<file path="src/rtl/digit_pkg.sv">
// digit_pkg: shared digit/confidence/cost widths and the cost_sequencer state encoding
package digit_pkg;
    localparam int NUM_DIGITS = 10;
    localparam int CONF_W = 4;
    localparam int COST_W = 8;
    typedef enum logic [2:0] {IDLE, LOAD, KICK, WAIT_BUSY, WAIT_DONE, ACCUM, REPORT} cost_seq_state_t;
endpackage

</file>
<file path="src/rtl/digit_argmax.sv">
// digit_argmax: index of the largest confidence, lowest index wins ties
module digit_argmax
    import digit_pkg::*;
(
    input  logic [0:NUM_DIGITS-1][CONF_W-1:0] conf,
    output logic [3:0]                        idx
);
    logic [CONF_W-1:0] best;
    always_comb begin
        idx = '0;
        best = conf[0];
        for (int i = 1; i < NUM_DIGITS; i++) begin
            if (conf[i] > best) begin
                best = conf[i];
                idx = 4'(i);
            end
        end
    end
endmodule

</file>
<file path="src/rtl/cost_sequencer.sv">
// cost_sequencer: batch controller for cost_calculator; define COST_SEQ_ACCURACY_EN to enable correct_count
module cost_sequencer
    import digit_pkg::*;
#(
    parameter int BATCH_SIZE = 16,
    parameter int ACC_W = 16
) (
    input  logic                              clk,
    input  logic                              n_rst,
    input  logic                              start,
    input  logic                              sample_valid,
    output logic                              sample_ready,
    input  logic [0:NUM_DIGITS-1]             sample_label,
    input  logic [0:NUM_DIGITS-1][CONF_W-1:0] sample_weights,
    output logic                              calc_cost_en,
    output logic [0:NUM_DIGITS-1]             calc_label,
    output logic [0:NUM_DIGITS-1][CONF_W-1:0] calc_weights,
    input  logic                              calc_complete,
    input  logic [COST_W-1:0]                 calc_cost,
    output logic                              batch_busy,
    output logic                              batch_done,
    output logic [ACC_W-1:0]                  batch_cost,
    output logic [7:0]                        sample_index,
    output logic [7:0]                        correct_count
);
    cost_seq_state_t state, next;
    logic [ACC_W:0] sum;
    logic last;
    assign sum = {1'b0, batch_cost} + (ACC_W+1)'(calc_cost);
    assign last = ({1'b0, sample_index} + 9'd1) == 9'(BATCH_SIZE);
    assign sample_ready = state == LOAD;
    assign calc_cost_en = state == KICK;
    assign batch_busy = state != IDLE && state != REPORT;
    assign batch_done = state == REPORT;
    always_ff @(posedge clk) state <= n_rst ? next : IDLE;
    always_comb begin
        next = state;
        case (state)
            IDLE:      next = start ? LOAD : IDLE;
            LOAD:      next = sample_valid ? KICK : LOAD;
            KICK:      next = WAIT_BUSY;
            WAIT_BUSY: next = calc_complete ? WAIT_BUSY : WAIT_DONE;
            WAIT_DONE: next = calc_complete ? ACCUM : WAIT_DONE;
            ACCUM:     next = last ? REPORT : LOAD;
            REPORT:    next = IDLE;
            default:   next = IDLE;
        endcase
    end
    always_ff @(posedge clk) begin
        if (!n_rst) begin
            calc_label <= '0;
            calc_weights <= '0;
            batch_cost <= '0;
            sample_index <= '0;
        end else begin
            if (state == IDLE && start) begin
                batch_cost <= '0;
                sample_index <= '0;
            end
            if (state == LOAD && sample_valid) begin
                calc_label <= sample_label;
                calc_weights <= sample_weights;
            end
            if (state == ACCUM) begin
                batch_cost <= sum[ACC_W] ? '1 : sum[ACC_W-1:0];
                sample_index <= sample_index + 8'd1;
            end
        end
    end
`ifdef COST_SEQ_ACCURACY_EN
    logic [3:0] am_idx;
    logic correct;
    digit_argmax u_argmax (.conf(calc_weights), .idx(am_idx));
    // Scored from the holding registers, which still hold this sample during ACCUM
    assign correct = $onehot(calc_label) && calc_label[am_idx];
    always_ff @(posedge clk) begin
        if (!n_rst) correct_count <= '0;
        else if (state == IDLE && start) correct_count <= '0;
        else if (state == ACCUM && correct) correct_count <= correct_count + 8'd1;
    end
`else
    assign correct_count = '0;
`endif
endmodule

</file>
<file path="config.mk">
export PLATFORM = sky130hd
export DESIGN_NAME = cost_sequencer
export DESIGN_NICKNAME = d
export VERILOG_FILES = /design/src/rtl/digit_pkg.sv /design/src/rtl/digit_argmax.sv /design/src/rtl/cost_sequencer.sv
export SDC_FILE = /design/constraint.sdc
export NUM_CORES = 1
export LEC_CHECK = 0
export CORE_ASPECT_RATIO = 0.75
export CORE_MARGIN = 2
export CORE_UTILIZATION = 40
export CTS_CLUSTER_DIAMETER = 40
export CTS_CLUSTER_SIZE = 28
export DETAILED_ROUTE_END_ITERATION = 8
export DONT_BUFFER_PORTS = 1
export HOLD_SLACK_MARGIN = 0.1
export SLEW_MARGIN = 0
export SYNTH_ARGS = -nofsm -noshare
export SYNTH_HDL_FRONTEND = slang
export SYNTH_SLANG_ARGS = --single-unit
</file>
<file path="constraint.sdc">
create_clock -name clk -period 5.3 [get_ports clk]
set_input_delay 1.06 -clock clk [delete_from_list [all_inputs] [get_ports clk]]
set_output_delay 1.06 -clock clk [all_outputs]
set_load 0.005 [all_outputs]
</file>
### Word level (Yosys, flattened, before mapping)

Cells that the tools add are included.

| word-level totals | value |
|---|---|
| output and inout port bits | 86 |
| memories kept | 0 |
| ROM bits | 0 |
| memory bits (writable) | 0 |
| bits in registers | 77 |
| input bits | 63 |
| latch bits | 0 |
| word-level logic and storage cells | 42 |

| operators by class | value |
|---|---|
| $lt $le $gt $ge | 0 |
| bitwise logic cells | 0 |
| add/subtract/negate cells | 3 |
| $mul | 0 |
| equality and inequality tests | 8 |
| reductions and logical operators | 6 |
| shifts and indexed selects | 0 |
| divide/modulo/power cells | 0 |
| mux-type cells | 11 |

Operator list:

| cell | number |
|---|---|
| $mux 16 | 3 |
| $pmux 3 s6 | 1 |
| $add 16x8->17 | 1 |
| $mux 8 | 2 |
| $add 8x1->9 const B | 1 |
| $eq 3x3->1 const B | 3 |
| $eq 9x5->1 const B | 1 |
| $add 8x1->8 const B | 1 |
| $eq 3x2->1 const B | 2 |
| $mux 3 | 2 |
| $eq 3x1->1 const B | 1 |
| $logic_and 1x1->1 | 3 |
| $logic_not 3->1 | 1 |
| $ne 3x3->1 const B | 1 |
| $reduce_bool 3->1 | 1 |
| $mux 1 | 2 |
| $mux 2 | 1 |
| $reduce_bool 2->1 | 1 |

### Longest topological paths before layout

| depth | value |
|---|---|
| word-level depth | 4 |
| gate-level depth with buffers | 8 |
| gate-level depth less buffers | 7 |

### Worst setup path before layout

OpenSTA, ideal clock, no wires.

| path | value |
|---|---|
| path kind | input -> register |
| from | input calc_cost[0] |
| to | register batch_cost[11] |
| library setup time | 0.137 ns |
| buffers on the path | 1 |
| cell stages on the path | 7 |
| required time | 5.163 ns |
| setup slack | 2.464 ns |
| data arrival time | 2.699 ns |
| cells stage by stage | ha_1 -> fa_1 -> a211oi_1 -> o211ai_1 -> nand3b_1 -> clkbuf_1 -> a31oi_1 |

| between the ends | value |
|---|---|
| cells in the longest elaborated chain, start to end | 3 |

Ends and longest elaborated chain:

| element | RTL line | text |
|---|---|---|
| start, declared | cost_sequencer.sv:19 | `input logic [COST_W-1:0] calc_cost,` |
| $add 16x8->17 | cost_sequencer.sv:29 | `assign sum = {1'b0, batch_cost} + (ACC_W+1)'(calc_cost);` |
| $mux 16 | cost_sequencer.sv:65 | `batch_cost <= sum[ACC_W] ? '1 : sum[ACC_W-1:0];` |
| $mux 16 | cost_sequencer.sv:64 | `if (state == ACCUM) begin` |
| end signal, assigned | cost_sequencer.sv:65 |  |
| end, declared | cost_sequencer.sv:22 | `output logic [ACC_W-1:0] batch_cost,` |

Every way passes these cells.
A chain may end at the register's enable or synchronous reset.

### Worst setup path after layout

| path | value |
|---|---|
| from | input calc_cost[0] |
| to | register batch_cost[7] |

Same word-level chain as after synthesis.

==> impl_metrics.prom <==
# TYPE chip_impl_metric gauge
chip_impl_info{name="setup_crit_end",value="batch_cost[7]"} 1
chip_impl_metric{name="min_period",unit="ns"} 2.99
chip_impl_metric{name="num-fill-cells",unit=""} 888
chip_impl_info{name="synthFlopType",value="dfxtp_1"} 1
chip_impl_metric{name="post_synth_instance_area",unit="um2"} 3560
chip_impl_metric{name="grt_pass1_wl",unit="um"} 13300
chip_impl_info{name="tritoncts",value="done"} 1
chip_impl_metric{name="cp.arrival",unit="ns"} 3.18
chip_impl_metric{name="later_pin_clock_latency_in_the_skew_report",unit="ns"} 0.33
chip_impl_metric{name="routed-wl-met2",unit="um"} 3860
chip_impl_metric{name="clock_path_buffers",unit=""} 2
chip_impl_metric{name="post_cts_hold_buffer_count",unit=""} 0
chip_impl_info{name="mostFrequentLayoutCells",value="nand2_1 (119), dfxtp_1 (77), a21oi_1 (73), nor2_1 (19), o21ai_0 (14)"} 1
chip_impl_metric{name="max-cap-violations",unit=""} 0
chip_impl_metric{name="setup.reg_to_reg.worst_slack",unit="ns"} 2.64
chip_impl_info{name="critPathLaunchType",value="input port"} 1
chip_impl_metric{name="drt-initial-drc-count",unit=""} 178
chip_impl_info{name="violations",value="design-rule violations"} 1
chip_impl_metric{name="postSynth.asyncResetShare",unit=""} 0
chip_impl_metric{name="antenna_violating_nets_post_route",unit=""} 0
chip_impl_info{name="regToRegStartpoint",value="state[0]"} 1
chip_impl_metric{name="wire_length_per_cell_after_detailed_routing",unit="um"} 15.6
chip_impl_metric{name="horizontal_die_dimension",unit="um"} 113
chip_impl_metric{name="die_area",unit="um2"} 9680
chip_impl_metric{name="detailroute.via_count",unit=""} 3083
chip_impl_metric{name="fin_skew",unit="ns"} 0.00657
chip_impl_info{name="r2r-end",value="batch_cost[15]"} 1
chip_impl_metric{name="clock_tree.htree_level_count",unit=""} 3
chip_impl_metric{name="postSynthCellCount",unit=""} 451
chip_impl_metric{name="drv_slew",unit=""} 0
chip_impl_info{name="grt_setup_unrepaired",value="no"} 1
chip_impl_metric{name="critPathRequiredTime",unit="ns"} 5.49
chip_impl_metric{name="footprint_of_the_multi_input_gates",unit="um2"} 1830
chip_impl_metric{name="antenna_found_initial",unit=""} 0
chip_impl_metric{name="highest_clock_rate",unit="MHz"} 334
chip_impl_metric{name="synth.ff_latch_count",unit=""} 77
chip_impl_metric{name="tritoncts_buffers",unit=""} 9
chip_impl_metric{name="clkSlewWorstSetupHoldPaths",unit="ns"} 0.06
chip_impl_metric{name="final_min_period_over_clock_period",unit=""} 0.565
chip_impl_metric{name="synth_cell_types",unit=""} 50
chip_impl_metric{name="p_leak",unit="nW"} 1.37
chip_impl_info{name="most_common_cell_after_layout_fill_and_taps_aside",value="nand2_1"} 1
chip_impl_metric{name="final.setup.tns",unit="ns"} 0
chip_impl_metric{name="post-dp-hpwl",unit="um"} 5920
chip_impl_metric{name="synth_edf_count",unit=""} 0
chip_impl_info{name="clock_tree.root_cell",value="clkbuf_16"} 1
chip_impl_metric{name="cts_resized",unit=""} 0
chip_impl_metric{name="worst_slew_pin_slew",unit="ns"} 0.869
chip_impl_metric{name="max_slew_margin",unit=""} 0.421
chip_impl_metric{name="cts_sinks",unit=""} 77
chip_impl_metric{name="drc",unit=""} 10
chip_impl_metric{name="routabilityCongestion",unit=""} 0.816
chip_impl_metric{name="critPathMaxFanout",unit=""} 14
chip_impl_metric{name="synth_area_per_cell",unit="um2"} 7.90
chip_impl_info{name="cp-startpoint",value="calc_cost[0]"} 1
chip_impl_metric{name="detailedPlace.worstSlack",unit="ns"} 2.03
chip_impl_metric{name="numPortBuffers",unit=""} 0
chip_impl_info{name="outcome",value="complete, but fails checks"} 1
chip_impl_metric{name="row_count",unit=""} 29
chip_impl_metric{name="synth-seq-area-share",unit=""} 0.433
chip_impl_metric{name="post_cts_setup_buffers",unit=""} 0
chip_impl_metric{name="grt_use_total",unit=""} 0.170
chip_impl_metric{name="layout-drive-gt1-share",unit=""} 0.0615
chip_impl_metric{name="timing.reg2reg.worst_path_depth",unit=""} 5
chip_impl_metric{name="sum_of_internal_switching_and_leakage_power",unit="mW"} 1.32
chip_impl_info{name="critPathCaptureType",value="register"} 1
chip_impl_metric{name="gr-total-overflow",unit=""} 0
chip_impl_metric{name="timing.final.ws_setup",unit="ns"} 2.31
chip_impl_info{name="path_class",value="in2reg"} 1
chip_impl_metric{name="maximum_number_of_pins_on_one_net_before_global_route_repair",unit=""} 52
chip_impl_metric{name="area_used_by_sequential_logic_in_the_layout",unit="um2"} 1540
chip_impl_metric{name="final_nets",unit=""} 508
chip_impl_metric{name="areaGrowthSynthToFinish",unit="%"} 7.94
chip_impl_metric{name="floorplan.initialDensity",unit=""} 0.416
chip_impl_metric{name="core_area",unit="um2"} 8560
chip_impl_metric{name="hold_depth",unit=""} 2
chip_impl_metric{name="route.met3.wl",unit="um"} 786
chip_impl_metric{name="routed_wirelength",unit="um"} 8530
chip_impl_metric{name="worst_supply_voltage_drop_on_vdd",unit="mV"} 0.184
chip_impl_metric{name="drt_pass1_iterations",unit=""} 7
chip_impl_metric{name="metal1_wirelength",unit="um"} 3810
chip_impl_metric{name="number_of_ports_placed_on_the_die_boundary",unit=""} 149
chip_impl_metric{name="insertedDiodeCount",unit=""} 0
chip_impl_metric{name="setup_viol",unit=""} 0
chip_impl_metric{name="chipHeight",unit="um"} 85.7
chip_impl_metric{name="final_hold_viol_count",unit=""} 0
chip_impl_info{name="holdCritPathClass",value="reg2reg"} 1
chip_impl_metric{name="first_global_vias",unit=""} 2704
chip_impl_metric{name="hold_slack",unit="ns"} 0.474
chip_impl_metric{name="ys.warnings.count",unit=""} 0
chip_impl_info{name="dr.max_layer_used",value="met4"} 1
chip_impl_metric{name="avgViaCountPerCell",unit=""} 5.64
chip_impl_metric{name="cellPowerDensity",unit="nW/um2"} 343
-- worst max-delay path: stages --
cell	delay [ns]
ha_1	0.21
fa_1	0.43
a211oi_1	0.38
o211ai_1	0.23
nand3b_1	0.52
a21boi_0	0.24
a31oi_1	0.10
-- cell type report --
| class | count | area share |
|---|---|---|
| Inverter | 3 | 0.00293 |
| Timing Repair Buffer | 3 | 0.00586 |
| Clock inverter | 3 | 0.0114 |
| Clock buffer | 13 | 0.0677 |
| Tap cell | 108 | 0.0352 |
| Multi-Input combinational cell | 340 | 0.476 |
| Sequential cell | 77 | 0.401 |
-- cells in the mapped netlist (all sizes together) (3+ instances only) --
library cell,instances,area [um2]
nand2b,3,18.8
a22oi,9,67.6
mux2,3,33.8
nand4,6,37.5
buf,20,139
a211oi,5,37.5
and3,4,25.0
xor2,3,26.3
and2,5,33.8
a31oi,6,37.5
o21ai,15,75.1
nor2,19,71.3
ha,10,125
nor3,4,20.0
dfxtp,77,1540
inv,3,11.3
a21oi,73,365
nand3,6,30.0
clkbuf,18,67.6
or3,3,18.8
nand2,119,447
o211ai,7,52.6
-- report_power, final --
part           switching (mW)  total, mW  internal (mW)
Clock                   0.223      0.613          0.390
Sequential             0.0185      0.618          0.600
Combinational          0.0588     0.0863         0.0276
-- cell families after synthesis --
kind of cell,synth area share
compound gates,0.215
xor+xnor,0.0123
fa+ha+maj,0.0408
buf+inv,0.0611
flops,0.433
mux,0.0123
other cells,0.00105
simple gates,0.224
-- through the flow --
stage	instance area (um2)	utilization	cells
final	3840	0.449	547
after CTS	3840	0.449	547
after global routing	3840	0.449	547
after floorplan	3590	-	458
after detailed placement	3540	0.413	531
after global placement	3540	0.413	531
-- worst min-delay path by stage --
stage / from / end / slack [ns]
after CTS: calc_weights[24] / calc_weights[24] / 0.48
after global routing: calc_weights[4] / calc_weights[4] / 0.49
final: calc_weights[11] / calc_weights[11] / 0.47
after floorplan: calc_label[0] / calc_label[0] / 0.45
after detailed placement: calc_weights[32] / calc_weights[32] / 0.47
after global placement: calc_weights[4] / calc_weights[4] / 0.46
-- state kept, by name, summed over array words and instances, names as in the netlist --
register and count:
calc_weights 40, batch_cost 16, calc_label 10, sample_index 8
state 3
-- metal layers --
| metal | global-route usage | vias to the layer above |
|---|---|---|
| met3 | 0.0721 | 6 |
| li1 | - | 1522 |
| met2 | 0.262 | 111 |
| met1 | 0.221 | 1444 |
| met4 | 0.0477 | 0 |
| met5 | 0 | - |
No activity file was read; power rests on OpenSTA's default activity.
